===== config.mk =====
export PLATFORM = sky130hd
export DESIGN_NAME = decimation_2x_scheduler_flat
export DESIGN_NICKNAME = d
export VERILOG_FILES = /design/src/rtl/decimation_2x_scheduler_if.sv /design/src/rtl/decimation_2x_scheduler.sv /design/src/flat_wrapper.sv
export SDC_FILE = /design/constraint.sdc
export NUM_CORES = 1
export LEC_CHECK = 0
export BUFFER_PORTS_ARGS = -buffer_cell sky130_fd_sc_hd__buf_4
export CAP_MARGIN = 40
export CORE_ASPECT_RATIO = 1.5
export CORE_MARGIN = 5
export CORE_UTILIZATION = 40
export DETAILED_ROUTE_END_ITERATION = 7
export MAX_ROUTING_LAYER = met4
export PLACE_DENSITY = 0.66
export SLEW_MARGIN = 20
export SYNTH_ARGS = -nofsm -noshare
export SYNTH_HDL_FRONTEND = slang
export SYNTH_SLANG_ARGS = --single-unit

===== constraint.sdc =====
create_clock -name clk -period 6.1 [get_ports clk]
set_input_delay 0.305 -clock clk [delete_from_list [all_inputs] [get_ports clk]]
set_output_delay 0.305 -clock clk [all_outputs]
set_load 0.02 [all_outputs]

===== src/rtl/decimation_2x_scheduler_if.sv =====
// Frame-memory and engine bus for the 2x2 decimation scheduler.
// Master side is the scheduler; slave side is memory plus engine.
interface decimation_2x_scheduler_if #(
  parameter int ADDR_W = 15
);
  logic              rd_en;
  logic [ADDR_W-1:0] rd_addr;
  logic [7:0]        rd_data;
  logic              eng_start;
  logic [7:0]        eng_pixel;
  logic              eng_valid;
  logic              eng_done;
  logic [7:0]        eng_result;
  logic              wr_en;
  logic [ADDR_W-1:0] wr_addr;
  logic [7:0]        wr_data;

  modport master (
    output rd_en, rd_addr,
    input  rd_data,
    output eng_start, eng_pixel, eng_valid,
    input  eng_done, eng_result,
    output wr_en, wr_addr, wr_data
  );

  modport slave (
    input  rd_en, rd_addr,
    output rd_data,
    input  eng_start, eng_pixel, eng_valid,
    output eng_done, eng_result,
    input  wr_en, wr_addr, wr_data
  );
endinterface


===== src/rtl/decimation_2x_scheduler.sv =====
// Walks a frame in 2x2 blocks, feeds each block to the engine
// and writes the engine result to the half-size destination frame.
module decimation_2x_scheduler #(
  parameter int IMG_W    = 160,
  parameter int IMG_H    = 120,
  parameter int ADDR_W   = 15,
  parameter int WAIT_MAX = 15
) (
  input  logic              clk,
  input  logic              reset_n,
  input  logic              start,
  input  logic [ADDR_W-1:0] src_base,
  input  logic [ADDR_W-1:0] dst_base,
  output logic              busy,
  output logic              done,
  output logic              error,
  decimation_2x_scheduler_if.master bus
);

  localparam int BW = IMG_W / 2;
  localparam int BH = IMG_H / 2;
  localparam int XW = $clog2(BW + 1);
  localparam int YW = $clog2(BH + 1);
  localparam int TW = $clog2(WAIT_MAX + 1);
  localparam logic [ADDR_W-1:0] ROW_STEP = ADDR_W'(IMG_W);
  localparam logic [ADDR_W-1:0] ROW_STEP2 = ADDR_W'(2 * IMG_W);

  typedef enum logic [2:0] {
    S_IDLE, S_BLK, S_FEED, S_WAIT, S_WRITE, S_FINISH
  } state_t;

  state_t            state_q, state_d;
  logic [1:0]        k_q, k_d;
  logic [TW-1:0]     wait_q, wait_d;
  logic [XW-1:0]     bx_q, bx_d;
  logic [YW-1:0]     by_q, by_d;
  logic [ADDR_W-1:0] col_q, col_d;
  logic [ADDR_W-1:0] row_q, row_d;
  logic [ADDR_W-1:0] wptr_q, wptr_d;
  logic [7:0]        wr_data_q, wr_data_d;
  logic              error_q, error_d;

  logic              x_last;
  logic              last_blk;
  logic              timeout;
  logic [1:0]        elem;
  logic [ADDR_W-1:0] rd_addr_c;

  assign x_last   = (bx_q == XW'(BW - 1));
  assign last_blk = x_last && (by_q == YW'(BH - 1));
  assign timeout  = (wait_q == TW'(WAIT_MAX - 1));

  always_ff @(posedge clk or negedge reset_n) begin
    if (!reset_n) begin
      state_q   <= S_IDLE;
      k_q       <= '0;
      wait_q    <= '0;
      bx_q      <= '0;
      by_q      <= '0;
      col_q     <= '0;
      row_q     <= '0;
      wptr_q    <= '0;
      wr_data_q <= '0;
      error_q   <= 1'b0;
    end else begin
      state_q   <= state_d;
      k_q       <= k_d;
      wait_q    <= wait_d;
      bx_q      <= bx_d;
      by_q      <= by_d;
      col_q     <= col_d;
      row_q     <= row_d;
      wptr_q    <= wptr_d;
      wr_data_q <= wr_data_d;
      error_q   <= error_d;
    end
  end

  always_comb begin
    state_d   = state_q;
    k_d       = k_q;
    wait_d    = wait_q;
    bx_d      = bx_q;
    by_d      = by_q;
    col_d     = col_q;
    row_d     = row_q;
    wptr_d    = wptr_q;
    wr_data_d = wr_data_q;
    error_d   = error_q;
    unique case (state_q)
      S_IDLE: begin
        if (start) begin
          state_d = S_BLK;
          row_d   = src_base;
          col_d   = '0;
          bx_d    = '0;
          by_d    = '0;
          wptr_d  = dst_base;
          error_d = 1'b0;
        end
      end
      S_BLK: begin
        state_d = S_FEED;
        k_d     = '0;
        wait_d  = '0;
      end
      S_FEED: begin
        k_d = k_q + 2'd1;
        if (k_q == 2'd3) state_d = S_WAIT;
      end
      S_WAIT: begin
        wait_d = wait_q + TW'(1);
        if (bus.eng_done) begin
          state_d   = S_WRITE;
          wr_data_d = bus.eng_result;
        end else if (timeout) begin
          state_d = S_FINISH;
          error_d = 1'b1;
        end
      end
      S_WRITE: begin
        wptr_d  = wptr_q + ADDR_W'(1);
        state_d = last_blk ? S_FINISH : S_BLK;
        // Row base advances by two source rows per block row.
        if (x_last) begin
          bx_d  = '0;
          col_d = '0;
          by_d  = by_q + YW'(1);
          row_d = row_q + ROW_STEP2;
        end else begin
          bx_d  = bx_q + XW'(1);
          col_d = col_q + ADDR_W'(2);
        end
      end
      S_FINISH: state_d = S_IDLE;
      default:  state_d = S_IDLE;
    endcase
  end

  // Element 0 is read in BLK; FEED k fetches element k+1.
  assign elem = (state_q == S_FEED) ? k_q + 2'd1 : 2'd0;
  assign rd_addr_c = row_q + col_q + (elem[1] ? ROW_STEP : '0)
                   + ADDR_W'(elem[0]);

  always_comb begin
    bus.rd_en     = 1'b0;
    bus.rd_addr   = '0;
    bus.eng_start = 1'b0;
    bus.eng_pixel = '0;
    bus.eng_valid = 1'b0;
    bus.wr_en     = 1'b0;
    bus.wr_addr   = '0;
    bus.wr_data   = wr_data_q;
    busy          = 1'b0;
    done          = 1'b0;
    error         = error_q;
    unique case (state_q)
      S_BLK: begin
        busy          = 1'b1;
        bus.eng_start = 1'b1;
        bus.rd_en     = 1'b1;
        bus.rd_addr   = rd_addr_c;
      end
      S_FEED: begin
        busy          = 1'b1;
        bus.eng_valid = 1'b1;
        bus.eng_pixel = bus.rd_data;
        if (k_q != 2'd3) begin
          bus.rd_en   = 1'b1;
          bus.rd_addr = rd_addr_c;
        end
      end
      S_WAIT: busy = 1'b1;
      S_WRITE: begin
        busy        = 1'b1;
        bus.wr_en   = 1'b1;
        bus.wr_addr = wptr_q;
      end
      S_FINISH: done = 1'b1;
      default: ;
    endcase
  end

endmodule


===== src/flat_wrapper.sv =====
// flat-port wrapper written by rule: the top's interface ports become plain ports
module decimation_2x_scheduler_flat 
#(
  parameter int IMG_W    = 160,
  parameter int IMG_H    = 120,
  parameter int ADDR_W   = 15,
  parameter int WAIT_MAX = 15
)
  (clk, reset_n, start, src_base, dst_base, busy, done, error, bus_rd_en, bus_rd_addr, bus_rd_data, bus_eng_start, bus_eng_pixel, bus_eng_valid, bus_eng_done, bus_eng_result, bus_wr_en, bus_wr_addr, bus_wr_data);
  decimation_2x_scheduler_if #(.ADDR_W(ADDR_W)) bus_i ();
  input  logic clk;
  input  logic reset_n;
  input  logic start;
  input  logic [ADDR_W-1:0] src_base;
  input  logic [ADDR_W-1:0] dst_base;
  output logic busy;
  output logic done;
  output logic error;
  output wire logic [$bits(bus_i.rd_en)-1:0] bus_rd_en;
  output wire logic [$bits(bus_i.rd_addr)-1:0] bus_rd_addr;
  input wire logic [$bits(bus_i.rd_data)-1:0] bus_rd_data;
  output wire logic [$bits(bus_i.eng_start)-1:0] bus_eng_start;
  output wire logic [$bits(bus_i.eng_pixel)-1:0] bus_eng_pixel;
  output wire logic [$bits(bus_i.eng_valid)-1:0] bus_eng_valid;
  input wire logic [$bits(bus_i.eng_done)-1:0] bus_eng_done;
  input wire logic [$bits(bus_i.eng_result)-1:0] bus_eng_result;
  output wire logic [$bits(bus_i.wr_en)-1:0] bus_wr_en;
  output wire logic [$bits(bus_i.wr_addr)-1:0] bus_wr_addr;
  output wire logic [$bits(bus_i.wr_data)-1:0] bus_wr_data;
  assign bus_rd_en = bus_i.rd_en;
  assign bus_rd_addr = bus_i.rd_addr;
  assign bus_i.rd_data = bus_rd_data;
  assign bus_eng_start = bus_i.eng_start;
  assign bus_eng_pixel = bus_i.eng_pixel;
  assign bus_eng_valid = bus_i.eng_valid;
  assign bus_i.eng_done = bus_eng_done;
  assign bus_i.eng_result = bus_eng_result;
  assign bus_wr_en = bus_i.wr_en;
  assign bus_wr_addr = bus_i.wr_addr;
  assign bus_wr_data = bus_i.wr_data;
  decimation_2x_scheduler #(.IMG_W(IMG_W), .IMG_H(IMG_H), .ADDR_W(ADDR_W), .WAIT_MAX(WAIT_MAX)) u_core (.clk(clk), .reset_n(reset_n), .start(start), .src_base(src_base), .dst_base(dst_base), .busy(busy), .done(done), .error(error), .bus(bus_i));
endmodule

==> results.cfg, run 1 <==
[logic_synthesis]
yosys_most_used_dff = dfrtp_1
synth-seq-area-share = 0.373
synth_cell_types = 55
async_flop_share = 1.00
ys_ff_latch = 75
synth_xor_area_frac = 0.0192
syn_area_per_cell_um2 = 8.48
yosysTopAreaCell = dfrtp_1
yosys_warnings = 0
synth_compound_area_frac = 0.203
syn-cell-area_um2 = 5030
synth.area.mux_share = 0.0304
synthCells = 593
synthAdderAreaFrac = 0.0911
syn-num-nets = 679
synth_edf_count = 0
synth_area_leaders = dfrtp_1 (37%), ha_1 (8.7%), nand2_1 (6.2%), o21ai_0 (6.0%), a21oi_1 (3.5%)
synth_top_family_by_area = simple AND/OR/NAND/NOR gates
yosysTopAreaCellShare = 0.373
synth-simple-area-share = 0.243

[run_status]
status = finished, final reports clean

[final_layout]
n_fill_cell = 1156
antenna_cells = 0
final_cell_mix = buf_4 (108), nand2_1 (83), dfrtp_1 (75)
multiInputGateArea_um2 = 2950
syn_to_final_growth_pct = 24.8
final_common_cell = buf_4
final_cells = 848
register_area_um2 = 1880
fin_nets = 773
drive_above_1_share = 0.217

[detailed_routing]
viasPerCell = 5.54
wl_per_cell_um = 15.5
routed_wirelength_um = 13200
ant_nets = 0
via_count = 4701
drtIter0Drc = 223
firstDrtPassIters = 5
drc = 0

[clocking]
clock_path_buffers = 2
ctsHtreeMaxLevel = 3
clock_latency_ns = 0.33
path_clk_slew_ns = 0.06
cts_tree = yes
cts_buffers = 9
cts_root_buffer = clkbuf_16
cts.sinks = 75

[placement]
gp_congestion = 0.839
port_buffers = 102
post-place-cells = 830
place_hpwl_um = 9890
detailedPlace.worstSlack_ns = 2.02

[min_path]
hp-class = input port to flip-flop
worstHoldStart = src_base[0]
holdPathEnd = u_core.row_q[0]
whs_path_depth = 3

[critical_path]
critical_path_required_ns = 5.79
worst_path_most_repeated_cell = ha_1
cp-start-kind = flip-flop
cpMaxStageDelayCell = nor2_1
reg2reg_to = u_core.wptr_q[10]
path_class = flip-flop to output pin
path_buf_inv = 1
cp_top_family = simple AND/OR/NAND/NOR gates
reg2reg_slack_ns = 3.07
r2r_cells = 8
crit_path_cell_trace = nand2b_1 -> nor2_1 -> nand2_1 -> xnor2_1 -> ha_1 -> a31o_2 -> ha_1 -> nand4_1 -> nor4_1 -> or2_2 -> or4_1 -> nand3_1 -> buf_4
worstPathArrival_ns = 4.11
setup.worst_path.start = u_core.state_q[1]
crit_fanout = 13
cp_num_cells = 13
cpPeakStageDelay_ns = 0.59
end_kind = output pin
r2r_start = u_core.state_q[0]

[timing]
report.final.hold_viol_count = 0
relSlewSlack = 0.481
tns_ns = 0
timing.final.crit_share = 0.724
whs_ns = 0.169
setup-violations-final = 0
tightest_slew_ns = 0.777
skew_ns = 0.00705
post-route-worst-setup-slack_ns = 1.68
max_freq_mhz = 226
fin_crit_ns = 4.42
grt_setup_unrepaired = no
slew_violations = 0

[die]
core-area_um2 = 12400
start_util = 0.406
rows = 50
die_area_um2 = 15000
pin_count = 103
die_h_um = 147
die_w_um = 102

[global_route]
grt_start_max_net_pins = 51
grt_pass1_wl_um = 22100
grt_pass1_vias = 4688
grt_usage = 0.184
overflow = 0
antenna_found_initial = 0

[power]
power.density_nw_per_um2 = 468
ir_drop_mv = 0.226
power_leakage_uw = 0.00296

[job]
max_cap_violations = 0
-- logic make-up (layout without fill, tap and decap cells) --
| logic type | after synthesis | after routing |
|---|---|---|
| mux | 14 | 14 |
| buf+inv | 46 | 145 |
| simple gates | 245 | 245 |
| fa+ha+maj | 36 | 36 |
| compound gates | 166 | 166 |
| flops | 75 | 75 |
| xor+xnor | 11 | 11 |
-- synthesized netlist by cell type (11+ instances only) --
cell type  number
and2_1         23
clkbuf_1       13
o21ai_0        60
inv_1          18
nor2_1         44
nor3_1         16
nand3_1        23
ha_1           35
dfrtp_1        75
a21oi_1        35
buf_2          11
and3_1         13
o22ai_1        13
nand2_1        83
-- where the power goes --
part	switching (µW)	leakage (µW)	total, µW	internal, µW
Combinational	872	0.00186	1520	644
Clock	199	0.000159	579	380
Sequential	184	0.000939	844	660
Total	1250	0.00296	2940	1680
-- layer usage --
layer  track usage  wire [µm]
met2         0.326       7180
met1         0.214       5310
met4        0.0572        223
met3        0.0233        453
met5             -          0
-- final cells by class --
type                       instances  area share
clock buffer                      12      0.0409
clock inverter                     4      0.0116
sequential                        75       0.299
tap                              156      0.0311
inverter                          19      0.0114
multi-input combinational        472       0.471
timing repair buffer             110       0.135
-- flip-flops by register name, indices dropped and copies added, names as in the netlist --
signal and count:
u_core.bus.wr_data 8, u_core.bx_q 7, u_core.by_q 6, u_core.col_q 14
u_core.error 1, u_core.k_q 2, u_core.row_q 15, u_core.state_q 3
u_core.wait_q 4, u_core.wptr_q 15
-- per-stage QoR --
stage	area, µm²	total power, µW	utilization
6_report	6270	2940	0.506
5_1_grt	6270	3170	0.506
4_1_cts	6260	2960	0.506
3_5_place_dp	5930	2370	0.478
3_3_place_gp	5900	2320	0.476
2_1_floorplan	5030	1830	-
-- worst register-to-register path: stages, from the launching register on --
cell      delay [ns]
dfrtp_1         0.52
or3b_1          0.42
buf_4           0.24
inv_2           0.61
nor2_1          0.41
buf_4           0.30
a21oi_1         0.16
nor2_1          0.06
a211oi_1        0.22
-- how the worst max path moves through the flow --
stage / to / slack [ns]
after floorplan: bus_rd_addr[11] / 2.78
after global placement: bus_rd_addr[12] / 2.25
after detailed placement: bus_rd_addr[12] / 2.02
after CTS: bus_rd_addr[12] / 1.66
after global routing: bus_rd_addr[12] / 1.39
final: bus_rd_addr[12] / 1.68
-- timing repair --
item                                   CTS  global route
setup buffers                            0             0
gates resized for setup                  0             0
setup endpoints to repair                0             0
hold buffers                             1             0
endpoints found under the hold margin   25             0
(Power assumes the default switching activity.)
==> run 2: changes to the inputs <==
--- a/config.mk
+++ b/config.mk
@@ -5,6 +5,7 @@
 export SDC_FILE = /design/constraint.sdc
 export NUM_CORES = 1
 export LEC_CHECK = 0
+export ABC_AREA = 1
 export BUFFER_PORTS_ARGS = -buffer_cell sky130_fd_sc_hd__buf_4
 export CAP_MARGIN = 40
 export CORE_ASPECT_RATIO = 1.5
==> constraint.sdc (replaced) <==
create_clock -name clk -period 4.5 [get_ports clk]
set_input_delay 0.225 -clock clk [delete_from_list [all_inputs] [get_ports clk]]
set_output_delay 0.225 -clock clk [all_outputs]
set_load 0.02 [all_outputs]
==> results.cfg, run 2 <==
[run_status]
status = finished, final reports clean

[detailed_routing]
dr_wl_met2_um = 7340
firstDrtPassIters = 5
drc = 0
routed_wirelength_um = 13700
ant_nets = 0
m1WireLength_um = 5630
routed.top_layer = met4
via_count = 5071
drtIter0Drc = 220
met3WireLength_um = 479
wl_per_cell_um = 13.4
viasPerCell = 4.98

[clocking]
cts.sinks = 75
postCtsSetupBuffers = 0
clock_path_buffers = 2
path_clk_slew_ns = 0.06
ctsHtreeMaxLevel = 3
clock_latency_ns = 0.33
cts_buffers = 9
ctsResizeCount = 0
cts_root_buffer = clkbuf_16
cts_tree = yes

[global_route]
grt_usage = 0.187
grt_pass1_vias = 5047
overflow = 0
grt_start_max_net_pins = 47
grt_pass1_wl_um = 23600
antenna_found_initial = 0

[timing]
relSlewSlack = 0.524
report.final.hold_viol_count = 0
slew_violations = 0
setup-violations-final = 0
tightest_slew_ns = 0.714
fin_crit_ns = 3.34
grt_setup_unrepaired = no
skew_ns = 0.00511
tns_ns = 0
max_freq_mhz = 299
post-route-worst-setup-slack_ns = 1.16
timing.final.crit_share = 0.742

[die]
pin_count = 103
core-area_um2 = 13000
die_area_um2 = 15600
die_h_um = 151
die_w_um = 104
start_util = 0.407
rows = 51

[critical_path]
critical_path_required_ns = 4.28
cp_num_cells = 15
crit_path_cell_trace = nor3_2 -> inv_1 -> nor2_1 -> ha_1 -> ha_1 -> inv_1 -> fa_1 -> inv_1 -> nand3_1 -> nand3_1 -> nand3_1 -> nand4_1 -> nand2_1 -> nor2_1 -> buf_4
cpMaxStageDelayCell = dfrtp_1
cpPeakStageDelay_ns = 0.45
path_buf_inv = 4
end_kind = output pin
crit_fanout = 12
reg2reg_to = u_core.row_q[12]
r2r_start = u_core.state_q[0]
worstPathArrival_ns = 3.11
cp-start-kind = flip-flop
r2r_cells = 7
reg2reg_slack_ns = 2.10
cp_top_family = simple AND/OR/NAND/NOR gates
path_class = flip-flop to output pin

[logic_synthesis]
yosysTopAreaCell = dfrtp_1
syn-num-nets = 841
synth_edf_count = 0
post-synth-top-count-cell = nand2_1
synthCells = 755
yosys_most_used_dff = dfrtp_1
yosysTopAreaCellShare = 0.356
synth_area_leaders = dfrtp_1 (36%), nand2_1 (15%), ha_1 (8.3%), inv_1 (7.5%), nor2_1 (6.5%)
synth-seq-area-share = 0.356
async_flop_share = 1.00
yosys-top-cells-count = nand2_1 (214), inv_1 (106), nor2_1 (92)
yosys_warnings = 0
synth_cell_types = 38
syn-cell-area_um2 = 5280
syn_area_per_cell_um2 = 6.99
ys_ff_latch = 75

[power]
p_total_uw = 4180
switchingPower_uw = 1910
power_leakage_uw = 0.00351
swShare = 0.456
power_frac_seq = 0.280
combinationalPowerShare = 0.532
ir_drop_mv = 0.259
power.density_nw_per_um2 = 642
p_int_uw = 2280
clock_power_share = 0.188

[final_layout]
register_area_um2 = 1880
final_cell_mix = nand2_1 (214), inv_1 (106), buf_4 (103)
antenna_cells = 0
fin_util = 0.503
n_fill_cell = 1306
fin_area_um2 = 6510
fin_nets = 940
syn_to_final_growth_pct = 23.4
multiInputGateArea_um2 = 2890
final_common_cell = nand2_1
reg.largest.list = u_core.row_q x15, u_core.wptr_q x15, u_core.col_q x14
drive_above_1_share = 0.165

[job]
max_cap_violations = 0

[min_path]
worstHoldStart = src_base[3]
holdPathEnd = u_core.row_q[3]
hp-class = input port to flip-flop
whs_path_depth = 3

[placement]
place_hpwl_um = 10400
gp_congestion = 0.831
place_area_um2 = 6170
port_buffers = 102
detailedPlace.worstSlack_ns = 1.53
[run 2: changes by cell type after synthesis, moves of 8 or more]
cell      change
clkbuf_1      -9
and3_1       -13
and2_1       -22
inv_1        +88
nor2_1       +48
nand2_1     +131
a21oi_1       -9
xor2_1       +10
a21o_1        -8
a211oi_1      -9
o21ai_0      -10
nand3_1      +23
[run 2: cell type report]
class                   instances  share of cell area
multi-input cells             553               0.444
flip-flops and latches         75               0.288
repair buffers                105               0.123
inverters                     110              0.0634
clock buffers                  11              0.0388
well taps                     159              0.0305
clock inverters                 5              0.0115
[run 2: worst max path at each step]
stage / from / end / slack, ns
final: u_core.state_q[2] / bus_rd_addr[13] / 1.16
after global routing: u_core.state_q[1] / bus_rd_addr[13] / 0.83
after CTS: u_core.state_q[2] / bus_rd_addr[13] / 1.10
after detailed placement: u_core.state_q[2] / bus_rd_addr[13] / 1.53
after global placement: u_core.state_q[2] / bus_rd_addr[13] / 1.61
after floorplan: u_core.state_q[2] / bus_rd_addr[13] / 1.50
[run 2: tightest hold or removal path: cells and delay by family]
kind | cells | cell delay, ns
and+or+nand+nor | 2 | 0.09
buffers and inverters | 1 | 0.08
[run 2: layer usage]
layer  vias to the layer above  global-route usage
li1                       2612                   -
met1                      2346               0.206
met2                        98               0.347
met3                        15              0.0262
met4                         0              0.0570
met5                         -                   -
[run 2: stage by stage]
step | std cells | hold slack (ns)
after floorplan | 755 | -0.0706
after global placement | 1000 | 0.428
after detailed placement | 1001 | 0.235
after CTS | 1018 | 0.0819
after global routing | 1018 | 0.100
final | 1018 | 0.0960
[run 2: cell families (layout without fill, tap and decap cells)]
kind of cell,Yosys count,count (layout),synth area share
buffers and inverters,127,231,0.0967
and+or+nand+nor,382,382,0.297
DFF,75,75,0.356
AOI/OAI and AO/OA,108,108,0.115
xor gates and xnor gates,19,19,0.0315
adders and majority gates,36,36,0.0868
muxes,8,8,0.0171
[run 2: power groups by stage]
stage / logic (µW) / registers, µW / clock network (µW)
finish: 2220 / 1170 / 788
CTS: 2260 / 1170 / 807
floorplan: 1510 / 1160 / 0
global route: 2530 / 1210 / 830
detailed placement: 2240 / 1180 / 0
global placement: 2220 / 1170 / 0
[run 2: what timing repair did]
action	4_1_cts	5_1_grt
hold buffers	1	0
setup endpoints to repair	0	0
endpoints found under the hold margin	37	0
